### src/rtl/arr_frame_pkg.sv
// Shared types and sizing helpers for the lane-serial array-frame receiver.
package arr_frame_pkg;

    typedef enum logic [1:0] {
        IDLE    = 2'd0,
        COLLECT = 2'd1,
        HOLD    = 2'd2
    } rx_state_e;

    typedef logic [0:1][3:2][1:2] row_t;

    function automatic int beats_per_row(input int row_bits, input int lane_w);
        return row_bits / lane_w;
    endfunction

    function automatic int frame_beats(input int rows, input int row_bits, input int lane_w);
        return rows * beats_per_row(row_bits, lane_w);
    endfunction

endpackage

### src/rtl/arr_row_shifter.sv
// One frame row: lanes shift in at the LSB so the first beat ends up in the MSBs.
module arr_row_shifter #(
    parameter int LANE_W   = 2,
    parameter int ROW_BITS = 8
) (
    input  logic                clk,
    input  logic                rst_n,
    input  logic                clr,
    input  logic                we,
    input  logic [LANE_W-1:0]   d,
    output logic [ROW_BITS-1:0] row
);

    always_ff @(posedge clk or negedge rst_n) begin
        if (!rst_n) begin
            row <= '0;
        end else if (clr) begin
            // clear and first write can coincide when a new frame starts
            row <= we ? {{(ROW_BITS-LANE_W){1'b0}}, d} : '0;
        end else if (we) begin
            row <= {row[ROW_BITS-LANE_W-1:0], d};
        end
    end

endmodule

### src/rtl/arr_frame_rx.sv
// Reassembles a 2-bit lane stream into ROWS packed rows, held until the consumer takes them.
// Optional macro ARR_FRAME_RX_XZ_CHECK_EN adds out_xz, flagging frames that carried x/z bits.
module arr_frame_rx
    import arr_frame_pkg::*;
#(
    parameter int LANE_W     = 2,
    parameter int ROW_BITS   = 8,
    parameter int ROWS       = 3,
    parameter int DROP_CNT_W = 8
) (
    input  logic                  clk,
    input  logic                  rst_n,
    input  logic                  in_valid,
    output logic                  in_ready,
    input  logic                  in_sof,
    input  logic [LANE_W-1:0]     in_data,
    output logic                  out_valid,
    input  logic                  out_ready,
    output logic [ROW_BITS-1:0]   out_frame [1:ROWS],
    output logic                  out_restart,
    output logic [DROP_CNT_W-1:0] drop_cnt
`ifdef ARR_FRAME_RX_XZ_CHECK_EN
    ,
    output logic                  out_xz
`endif
);

    localparam int BPR   = beats_per_row(ROW_BITS, LANE_W);
    localparam int BEATS = frame_beats(ROWS, ROW_BITS, LANE_W);
    localparam int CNT_W = $clog2(BEATS);

    rx_state_e        state, state_nx;
    logic [CNT_W-1:0] cnt, cnt_nx, wr_idx, row_sel;
    logic             acc, clr_all, wr, drop, restart_nx;

    assign in_ready  = (state != HOLD);
    assign out_valid = (state == HOLD);
    assign acc       = in_valid && in_ready;

    always_ff @(posedge clk or negedge rst_n) begin
        if (!rst_n) state <= IDLE;
        else        state <= state_nx;
    end

    always_comb begin
        state_nx   = state;
        cnt_nx     = cnt;
        clr_all    = 1'b0;
        wr         = 1'b0;
        drop       = 1'b0;
        restart_nx = 1'b0;
        case (state)
            IDLE: begin
                if (acc && in_sof) begin
                    clr_all  = 1'b1;
                    wr       = 1'b1;
                    cnt_nx   = CNT_W'(1);
                    state_nx = COLLECT;
                end else if (acc) begin
                    drop = 1'b1;
                end
            end
            COLLECT: begin
                if (acc && in_sof) begin
                    clr_all    = 1'b1;
                    wr         = 1'b1;
                    cnt_nx     = CNT_W'(1);
                    restart_nx = 1'b1;
                end else if (acc) begin
                    wr = 1'b1;
                    if (cnt == CNT_W'(BEATS-1)) begin
                        cnt_nx   = '0;
                        state_nx = HOLD;
                    end else begin
                        cnt_nx = cnt + CNT_W'(1);
                    end
                end
            end
            HOLD: begin
                if (out_ready) state_nx = IDLE;
            end
            default: state_nx = IDLE;
        endcase
    end

    always_ff @(posedge clk or negedge rst_n) begin
        if (!rst_n) begin
            cnt         <= '0;
            out_restart <= 1'b0;
            drop_cnt    <= '0;
        end else begin
            cnt         <= cnt_nx;
            out_restart <= restart_nx;
            if (drop && (drop_cnt != '1)) drop_cnt <= drop_cnt + DROP_CNT_W'(1);
        end
    end

    // a new frame always lands in row 1 regardless of where the old one stopped
    assign wr_idx  = clr_all ? '0 : cnt;
    assign row_sel = wr_idx / CNT_W'(BPR);

    for (genvar r = 0; r < ROWS; r++) begin : g_row
        arr_row_shifter #(
            .LANE_W   (LANE_W),
            .ROW_BITS (ROW_BITS)
        ) u_row (
            .clk   (clk),
            .rst_n (rst_n),
            .clr   (clr_all),
            .we    (wr && (row_sel == CNT_W'(r))),
            .d     (in_data),
            .row   (out_frame[r+1])
        );
    end

`ifdef ARR_FRAME_RX_XZ_CHECK_EN
    logic xz_seen;

    always_ff @(posedge clk or negedge rst_n) begin
        if (!rst_n)       xz_seen <= 1'b0;
        else if (clr_all) xz_seen <= $isunknown(in_data);
        else if (wr)      xz_seen <= xz_seen | $isunknown(in_data);
    end

    assign out_xz = (state == HOLD) && xz_seen;
`endif

endmodule

### config.mk
export PLATFORM = sky130hd
export DESIGN_NAME = arr_frame_rx
export DESIGN_NICKNAME = d
export VERILOG_FILES = /design/src/rtl/arr_frame_pkg.sv /design/src/rtl/arr_row_shifter.sv /design/src/rtl/arr_frame_rx.sv
export SDC_FILE = /design/constraint.sdc
export NUM_CORES = 1
export LEC_CHECK = 0
export ABC_AREA = 1
export CAP_MARGIN = 30
export CORE_MARGIN = 4
export CORE_UTILIZATION = 45
export DETAILED_ROUTE_END_ITERATION = 10
export GPL_ROUTABILITY_DRIVEN = 0
export GPL_TIMING_DRIVEN = 0
export MAX_ROUTING_LAYER = met4
export PLACE_DENSITY = 0.82
export SLEW_MARGIN = 20
export SYNTH_ARGS = -nofsm -noshare
export SYNTH_HDL_FRONTEND = slang
export SYNTH_SLANG_ARGS = --single-unit
### constraint.sdc
create_clock -name clk -period 1.35 [get_ports clk]
set_clock_uncertainty 0.15 [all_clocks]
set_input_delay 0.2025 -clock clk [delete_from_list [all_inputs] [get_ports clk]]
set_output_delay 0.2025 -clock clk [all_outputs]
set_load 0.02 [all_outputs]
==> summary.md, run 1 <==
| Metric | Value |
|---|---|
| WP buf/inv | 3 |
| Final Util | 0.759 |
| Total track usage | 0.191 |
| CTS clk-pin slew, worst paths | 0.08 ns |
| Pre-CTS setup slack | -0.458 ns |
| Iter 0 DRT Violations | 133 |
| CP required | 1.38 ns |
| Failing checks | setup timing |
| CP max stage delay | 0.40 ns |
| CTS tree | done |
| WL final | 5240 um |
| Max Cap Viol | 0 |
| Ports | 42 |
| Tmin final | 1.52 ns |
| Critical Path, Cell by Cell | inv_2 > buf_6 > nand3_4 > o21ai_4 > nand2_4 > buf_4 > nand2_1 > o21ai_2 |
| First-pass detailed-route iteration total | 4 |
| Nets | 326 |
| Crit path max-delay family | flip-flops |
| Slowest-stage cell, CP | dfrtp_1 |
| Die area | 5290 sq um |
| CTS max path bufs | 2 |
| CTS Root Cell | clkbuf_8 |
| H-tree depth | 2 |
| Status | finished, violations left |
| Drt wl/cell | 14.2 um |
| Initial antenna violation count | 0 |
| Share of layout cells above drive strength 1 | 0.459 |
| Vias | 1883 |
| Total gr overflow | 0 |
| Library cells used by synthesis | 22 |
| Worst skew pair latency | 0.29 ns |
| Final WS setup | -0.171 ns |
| Largest net degree at the start of global routing | 31 |
| Setup TNS | -3.80 ns |
| Final ANT Viol Nets | 0 |
| Avg Cell Area, Syn | 7.98 sq um |
| RSZ-0062 raised after global routing | true |
| DRC viols | 0 |
| Slew Limit Headroom | 0.763 |
| Element type at the critical path start | register |
| CTS Buf Count | 5 |
| Hold WC Path Type | in2async |
| HPWL after DPL | 2810 um |
| Initial core utilization | 0.468 |
| Width of the chip | 72.7 um |
| WHS | 0.166 ns |
| Number of global-route vias before repair | 1694 |
| CP Max Fanout | 6 |
| Worst VDD drop | 1190 uV |
| Fin crit share | 1.13 |
| Endpoints failing hold | 0 |
| Leak pwr | 0.00156 uW |
| Fmax | 658 MHz |
| Mapped Cells | 236 |
| Yosys warning total | 0 |
| Die Ht | 72.7 um |
| Tightest Pin Transition | 0.356 ns |
| Site Rows | 23 |
| Crit path capture type | register |
| First-pass GRT wire length | 7760 um |
| FF+latch count, synth | 39 |
| Area growth syn-to-layout | 62.3% |
| Final setup fails | 36 |
| Core Footprint | 4030 sq um |
| PD cells | 1820 nW/um^2 |
| Final Max Slew Viols | 0 |
| Sequential fraction of the synthesis area | 0.518 |
| Critical path arrival | 1.55 ns |
| Clock net sink count | 39 |
| Syn nets | 245 |
| I/O Buffers | 41 |
| ANT cells | 0 |
| Mapped Area | 1880 sq um |
| Fillers | 268 |
| Worst setup path class | reg2reg |
| Via density per instance | 5.12 |
## final cells by class
| type | count | area, sq um | share of cell area |
|---|---|---|---|
| Timing Repair Buffer | 73 | 664 | 0.217 |
| Clock buffer | 6 | 82.6 | 0.0270 |
| Buffer | 3 | 41.3 | 0.0135 |
| Clock inverter | 2 | 35.0 | 0.0115 |
| Inverter | 25 | 104 | 0.0340 |
| Tap cell | 50 | 62.6 | 0.0205 |
| Multi-Input combinational cell | 170 | 1080 | 0.355 |
| Sequential cell | 39 | 983 | 0.322 |
## worst reg2reg max path, delay by kind of cell (launching register included)
kind	cells	cell delay, ns
buffers and inverters	3	0.40
AND/OR/NAND/NOR	3	0.31
AO/OA/AOI/OAI	2	0.16
flip-flops	1	0.40
## cells in the final DEF, fill, tap and decap left out, drive strengths merged
cell	synthesis	routed
clkinv	0	1
clkdlybuf4s15	0	8
dlygate4sd2	0	2
buf	3	42
inv	25	25
xnor2	3	3
nor2	17	17
nand2	102	103
nand4	2	2
o21ai	14	14
ha	2	2
dlygate4sd3	0	1
nor3	1	1
bufinv	0	1
dfrtp	39	39
clkdlybuf4s50	0	3
dlymetal6s2s	0	1
nand3	24	24
o21bai	2	2
clkbuf	0	25
a21oi	2	2
## logic make-up (layout without fill, tap and decap cells)
group           after synthesis  after routing  synth area share
flops                        39             39             0.518
simple gates                146            147             0.325
xor+xnor                      3              3            0.0139
compound gates               18             18            0.0664
fa+ha+maj                     2              2            0.0133
buf+inv                      28            109            0.0637
## layer usage
metal / GRT usage / vias to the layer above / routed length [um]
li1: - / 904 / -
met1: 0.244 / 892 / 2100
met2: 0.317 / 69 / 2740
met3: 0.0289 / 18 / 258
met4: 0.0553 / 0 / 140
met5: - / - / 0
## where the power goes
part / internal, uW / switching (uW)
logic: 1300 / 1540
registers: 1440 / 266
clock network: 598 / 407
total: 3340 / 2210
## metrics by stage
stage          power [uW]  instances  area, sq um
5_1_grt              5880        368         3060
4_1_cts              4990        354         2820
3_5_place_dp         3560        328         2410
3_3_place_gp         3510        327         2400
6_report             5550        368         3060
2_1_floorplan        2870        236         1930
## final timing paths
path | cells after the start | endpoint | slack, ns | from
hold / removal | 2 | g_row[1].u_row.row[3] | 0.17 | rst_n
setup / recovery | 8 | g_row[0].u_row.row[5] | -0.17 | state[1]
max in group asynchronous | 3 | drop_cnt[0] | 0.43 | rst_n
setup reg to reg | 8 | g_row[0].u_row.row[5] | -0.17 | state[1]
min in group clk | 3 | out_restart | 0.26 | in_valid
hold reg to reg | 2 | g_row[0].u_row.row[6] | 0.36 | g_row[0].u_row.row[6]
## cell usage after synthesis (all sizes together)
master	instances	area share
dfrtp	39	0.52
ha	2	0.013
xnor2	3	0.014
inv	25	0.051
o21bai	2	0.0080
nor2	17	0.037
buf	3	0.013
nand4	2	0.0066
nand3	24	0.064
o21ai	14	0.053
nor3	1	0.0027
nand2	102	0.22
a21oi	2	0.0053
## sequential cells by signal, indices dropped and copies added, names as in the netlist
| name | count |
|---|---|
| g_row.u_row.row | 24 |
| drop_cnt | 8 |
| cnt | 4 |
| state | 2 |
| out_restart | 1 |
## repair_timing
item,4_1_cts,5_1_grt
hold buffers,1,0
setup endpoints to repair,66,66
resized for setup,124,79
gates cloned,1,3
pin swaps,5,25
hold endpoints to repair,39,0
setup buffers,16,11
No activity file was read; power rests on OpenSTA's default activity.
==> run 2, diff against run 1 <==
--- a/config.mk
+++ b/config.mk
@@ -9,6 +9,7 @@
 export CAP_MARGIN = 30
 export CORE_MARGIN = 4
 export CORE_UTILIZATION = 45
+export CTS_CLUSTER_DIAMETER = 40
 export DETAILED_ROUTE_END_ITERATION = 10
 export GPL_ROUTABILITY_DRIVEN = 0
 export GPL_TIMING_DRIVEN = 0
@@ -17,4 +18,5 @@
 export SLEW_MARGIN = 20
 export SYNTH_ARGS = -nofsm -noshare
 export SYNTH_HDL_FRONTEND = slang
+export SYNTH_HIERARCHICAL = 1
 export SYNTH_SLANG_ARGS = --single-unit
==> run 2 against run 1 <==
  * The run still ends with setup timing left
  * Fmax grew 3.9%
  * Wire length shrank 14%
  * Worst hold slack lost 0.056 ns
  * Global-route usage shrank 1.2 points
  * Combinational power shrank 30%
  * Area after synthesis grew 4.2%
  * Utilization shrank 11 points
==> summary.md, run 2 <==
| Metric | Value |
|---|---|
| Syn nets | 249 |
| WL final | 4480 um |
| Sequential fraction of the synthesis area | 0.497 |
| Mapped Area | 1960 sq um |
| Slew Limit Headroom | 0.777 |
| Ports | 42 |
| Share of layout cells above drive strength 1 | 0.345 |
| Final Max Slew Viols | 0 |
| CP required | 1.39 ns |
| Largest registers | g_row.u_row/row x24, drop_cnt x8, cnt x4 |
| Top cells by area, synth | dfrtp_1, nand2_1, nand3_1 |
| I/O Buffers | 40 |
| Avg Cell Area, Syn | 8.18 sq um |
| Most frequent cells in the layout | nand2_1, dfrtp_1, nand3_1 |
| Drt wl/cell | 12.3 um |
| Tightest Pin Transition | 0.334 ns |
| Cell with the most instances after synthesis | nand2_1 |
| Fillers | 350 |
| Synth area leader | dfrtp_1 |
| HPWL after DPL | 2880 um |
| Worst setup path class | reg2reg |
| Width of the chip | 74.1 um |
| ANT cells | 0 |
| Post-DP Area | 2470 sq um |
| Tmin final | 1.46 ns |
| Yosys warning total | 6 |
| Initial antenna violation count | 0 |
| Mapped Cells | 240 |
| Max Cap Viol | 0 |
| First-pass GRT wire length | 7420 um |
| Critical path arrival | 1.50 ns |
| EDFF count, synth | 0 |
| Largest net degree at the start of global routing | 28 |
| Post-synth ARST share | 1.00 |
| Layout Cell Area excl Fill | 2690 sq um |
| Clock net sink count | 39 |
| CTS clk-pin slew, worst paths | 0.08 ns |
| Site Rows | 23 |
| CTS Root Cell | clkbuf_8 |
| Nets | 321 |
| Number of global-route vias before repair | 1648 |
| Final Util | 0.653 |
| Via density per instance | 5.01 |
| Vias | 1817 |
| Max FFs per register | 24 |
| Primary FF master, synth | dfrtp_1 |
| DRC viols | 0 |
| CTS tree | done |
| Total gr overflow | 0 |
| H-tree depth | 2 |
| CP Max Fanout | 8 |
| Status | finished, violations left |
| Final ANT Viol Nets | 0 |
| Crit path capture type | register |
| WHS | 0.111 ns |
| Worst VDD drop | 910 uV |
| Initial core utilization | 0.477 |
| Area growth syn-to-layout | 36.9% |
| Most common cell after layout, fill and taps aside | nand2_1 |
| Share of the synthesized area in the top cell type | 0.497 |
| FF+latch count, synth | 39 |
| Die area | 5490 sq um |
| Endpoints failing hold | 0 |
| Final setup fails | 33 |
| Fmax | 683 MHz |
| Core Footprint | 4120 sq um |
| Reg with most FFs | g_row.u_row/row |
| Leak pwr | 0.00145 uW |
| Final WS setup | -0.113 ns |
| PD cells | 1730 nW/um^2 |
| Iter 0 DRT Violations | 145 |
| Element type at the critical path start | register |
| Fin crit share | 1.08 |
| RSZ-0062 raised after global routing | true |
| Setup TNS | -2.42 ns |
| Cells after DPL | 331 |
| Worst skew pair latency | 0.29 ns |
| Post-synth top cells | nand2_1, dfrtp_1, nand3_1 |
| Post-Layout Cell Count | 363 |
| Total track usage | 0.179 |
| First-pass detailed-route iteration total | 4 |
| CTS Buf Count | 5 |
| CTS max path bufs | 2 |
| Library cells used by synthesis | 23 |
| Hold WC Path Type | in2reg |
| Die Ht | 74.1 um |
| Failing checks | setup timing |
[run 2: cell types whose count changed in the layout (fill, tap and decap cells not counted), moves of 4 or more]
cell | previous run | this run
nand2_2 | 16 | 7
nand3_1 | 8 | 25
o21ai_2 | 8 | 0
nand3_2 | 14 | 1
nor2_4 | 7 | 3
nand4_1 | 2 | 7
nand2_1 | 77 | 97
buf_6 | 12 | 6
buf_2 | 7 | 13
inv_1 | 19 | 13
[run 2: critical path, stage by stage (launching register included)]
cell     delay (ns)
dfrtp_1        0.41
inv_4          0.12
nand3_4        0.12
nand2_4        0.11
nand2_2        0.06
nor2_4         0.09
buf_6          0.14
nor2_8         0.05
nand2_1        0.06
nand2_1        0.05
[run 2: routing by layer]
layer  up-vias  wire length (um)  GRT usage
li1        900                 -          -
met5         -                 0          -
met4         0                84     0.0684
met1       848              1900      0.218
met3         7               242     0.0405
met2        62              2250      0.290
[run 2: worst paths after layout]
kind / from / to / slack [ns] / cells after the start
max: state[1] / g_row[2].u_row/row[1] / -0.11 / 9
max in group asynchronous: rst_n / drop_cnt[0] / 0.39 / 3
min reg2reg: g_row[2].u_row/row[6] / g_row[2].u_row/row[6] / 0.32 / 2
max reg2reg: state[1] / g_row[2].u_row/row[1] / -0.11 / 9
min in group asynchronous: rst_n / g_row[0].u_row/row[6] / 0.21 / 2
min: in_valid / state[0] / 0.11 / 3
[run 2: logic make-up (layout without fill, tap and decap cells)]
family	Yosys count	in the layout	share of synthesized area
buffers and inverters	27	99	0.0675
and+or+nand+nor	165	166	0.398
AOI/OAI and AO/OA	4	4	0.0115
xor gates and xnor gates	3	3	0.0134
DFF	39	39	0.497
adders and majority gates	2	2	0.0127
[run 2: what timing repair did]
action / CTS / global route
hold endpoints to repair: 39 / 0
gates cloned: 3 / 0
buffers inserted: 17 / 3
pin swaps: 12 / 4
gates resized for setup: 106 / 28
setup endpoints to repair: 67 / 63
hold buffers: 1 / 0
[run 2: power breakdown]
group,internal [uW],leakage (uW),switching [uW]
sequential,1410,0.000522,243
combinational,827,0.000868,1160
clock,598,0.0000612,399
total,2840,0.00145,1810
[run 2: cell type report]
class	count	area [sq um]	area share
Clock buffer	6	82.6	0.0307
Buffer	4	41.3	0.0154
Multi-Input combinational cell	175	927	0.345
Inverter	23	100	0.0372
Sequential cell	39	982	0.365
Tap cell	50	62.6	0.0233
Clock inverter	2	35.0	0.0130
Timing Repair Buffer	64	458	0.170
[run 2: per-stage QoR]
stage	worst slack [ns]	total power [uW]
2_1_floorplan	-0.0922	2760
3_3_place_gp	-1.17	3330
3_5_place_dp	-0.636	3380
4_1_cts	-0.149	4630
5_1_grt	-0.184	4950
6_report	-0.113	4640
==> RTL edit: new RTL, config.mk and constraints of run 1 <==
Encoding of `rx_state_e`: now one-hot (3 bits for 3 states).
--- a/src/rtl/arr_frame_pkg.sv
+++ b/src/rtl/arr_frame_pkg.sv
@@ -1,10 +1,10 @@
 // Shared types and sizing helpers for the lane-serial array-frame receiver.
 package arr_frame_pkg;
 
-    typedef enum logic [1:0] {
-        IDLE    = 2'd0,
-        COLLECT = 2'd1,
-        HOLD    = 2'd2
+    typedef enum logic [2:0] {
+        IDLE    = 3'b001,
+        COLLECT = 3'b010,
+        HOLD    = 3'b100
     } rx_state_e;
 
     typedef logic [0:1][3:2][1:2] row_t;
Check against the original RTL: same outputs for any inputs over 10 cycles, from zero or initial values and one cycle with rst_n low; not proved beyond that.
==> RTL edit against run 1 <==
  * The flow still finishes with violations (negative setup slack)
  * Worst hold slack better by 87 ps
  * Worst setup slack got worse by 120 ps
  * Fmax decreased by 7.3%
  * Power down 28%
  * Design area down 8.6%
  * Sequential cell count is 1 higher
  * Clock power is 24% lower
  * Wire length shrank 4.8%
  * First-iteration DRC count fell by 28%
  * Area after synthesis up 6.4%
  * Largest cell class unchanged
==> RTL edit: results (changes against run 1) <==
<table>
<tr><th>Metric</th><th>Value</th></tr>
<tr><th colspan="2">Timing</th></tr>
<tr><td>Setup TNS after final layout</td><td>-9580 ps (was -3800 ps)</td></tr>
<tr><td>Worst Hold Slack</td><td>253 ps (was 166 ps)</td></tr>
<tr><td>Smallest setup slack after layout</td><td>-290 ps (was -171 ps)</td></tr>
<tr><td>Finish-stage setup viols</td><td>41 (was 36)</td></tr>
<tr><td>Timing-limited maximum frequency</td><td>0.610 GHz (was 0.658 GHz)</td></tr>
<tr><th colspan="2">Run status</th></tr>
<tr><td>Failing checks</td><td>negative setup slack (unchanged)</td></tr>
<tr><td>Run status</td><td>finished, violations left (unchanged)</td></tr>
<tr><th colspan="2">Routing</th></tr>
<tr><td>Post-route met1 wirelength</td><td>2090 um (was 2100 um)</td></tr>
<tr><td>Post-Route WL</td><td>4990 um (was 5240 um)</td></tr>
<tr><td>Via-per-instance ratio</td><td>5.39 (was 5.12)</td></tr>
<tr><th colspan="2">Global route</th></tr>
<tr><td>Met1 usage</td><td>24.5% (was 24.4%)</td></tr>
<tr><td>Via count of the first global-routing pass</td><td>1894 (was 1694)</td></tr>
<tr><td>GRT met2 Usage</td><td>30.4% (was 31.7%)</td></tr>
<tr><th colspan="2">Synth</th></tr>
<tr><td>Adder and majority gate portion of the synthesized area</td><td>1.25% (was 1.33%)</td></tr>
<tr><td>FF+latch count, synth</td><td>40 (was 39)</td></tr>
<tr><td>Register area share after synthesis</td><td>50.0% (was 51.8%)</td></tr>
<tr><td>Mapped Avg Cell Area</td><td>8.46 um^2 (was 7.98 um^2)</td></tr>
<tr><td>Post-synthesis xor/xnor area fraction</td><td>3.06% (was 1.39%)</td></tr>
<tr><td>Compound-Gate Fraction of Synth Area</td><td>8.42% (was 6.64%)</td></tr>
<tr><th colspan="2">Placement</th></tr>
<tr><td>Number of placed instances with taps included</td><td>331 (was 328)</td></tr>
<tr><td>Worst setup timing slack at the placement stage</td><td>-555 ps (was -458 ps)</td></tr>
<tr><td>Detailed placement HPWL</td><td>3290 um (was 2810 um)</td></tr>
<tr><th colspan="2">Finish</th></tr>
<tr><td>Fraction of area in clock buffers and inverters</td><td>2.91% (was 3.85%)</td></tr>
<tr><td>Area of the multi-input gates</td><td>0.00101 mm^2 (was 0.00108 mm^2)</td></tr>
<tr><td>Non-clock buffer count</td><td>70 (was 76)</td></tr>
<tr><td>Number of multi-input combinational cells</td><td>171 (was 170)</td></tr>
<tr><td>Fraction of layout instances using a drive strength above 1</td><td>34.5% (was 45.9%)</td></tr>
<tr><td>Clock buf count</td><td>7 (was 6)</td></tr>
<tr><th colspan="2">Power and ir drop</th></tr>
<tr><td>Fraction of power spent switching nets</td><td>39.8% (about the same)</td></tr>
<tr><td>LEAKAGE</td><td>1.48 nW (was 1.56 nW)</td></tr>
<tr><th colspan="2">Critical path</th></tr>
<tr><td>Peak fanout along the critical path</td><td>8 (was 6)</td></tr>
<tr><td>Crit path largest cell delay</td><td>580 ps (was 400 ps)</td></tr>
</table>
## RTL edit: changes by cell type after synthesis, moves of 3 or more
cell,delta
sky130_fd_sc_hd__nor2_1,-3
sky130_fd_sc_hd__inv_1,-6
sky130_fd_sc_hd__o211ai_1,+15
sky130_fd_sc_hd__xor2_1,+4
sky130_fd_sc_hd__nand2_1,-16
sky130_fd_sc_hd__o21ai_2,-8
sky130_fd_sc_hd__nand4_1,+7
## RTL edit: worst paths after layout
kind,startpoint,endpoint,cells past startpoint
max,state[0],g_row[0].u_row.row[3],8
min,rst_n,g_row[2].u_row.row[2],2
max reg2reg,state[0],g_row[0].u_row.row[3],8
min reg2reg,g_row[1].u_row.row[3],g_row[1].u_row.row[5],2
max in group asynchronous,rst_n,g_row[1].u_row.row[7],3
min in group clk,g_row[1].u_row.row[3],g_row[1].u_row.row[5],2
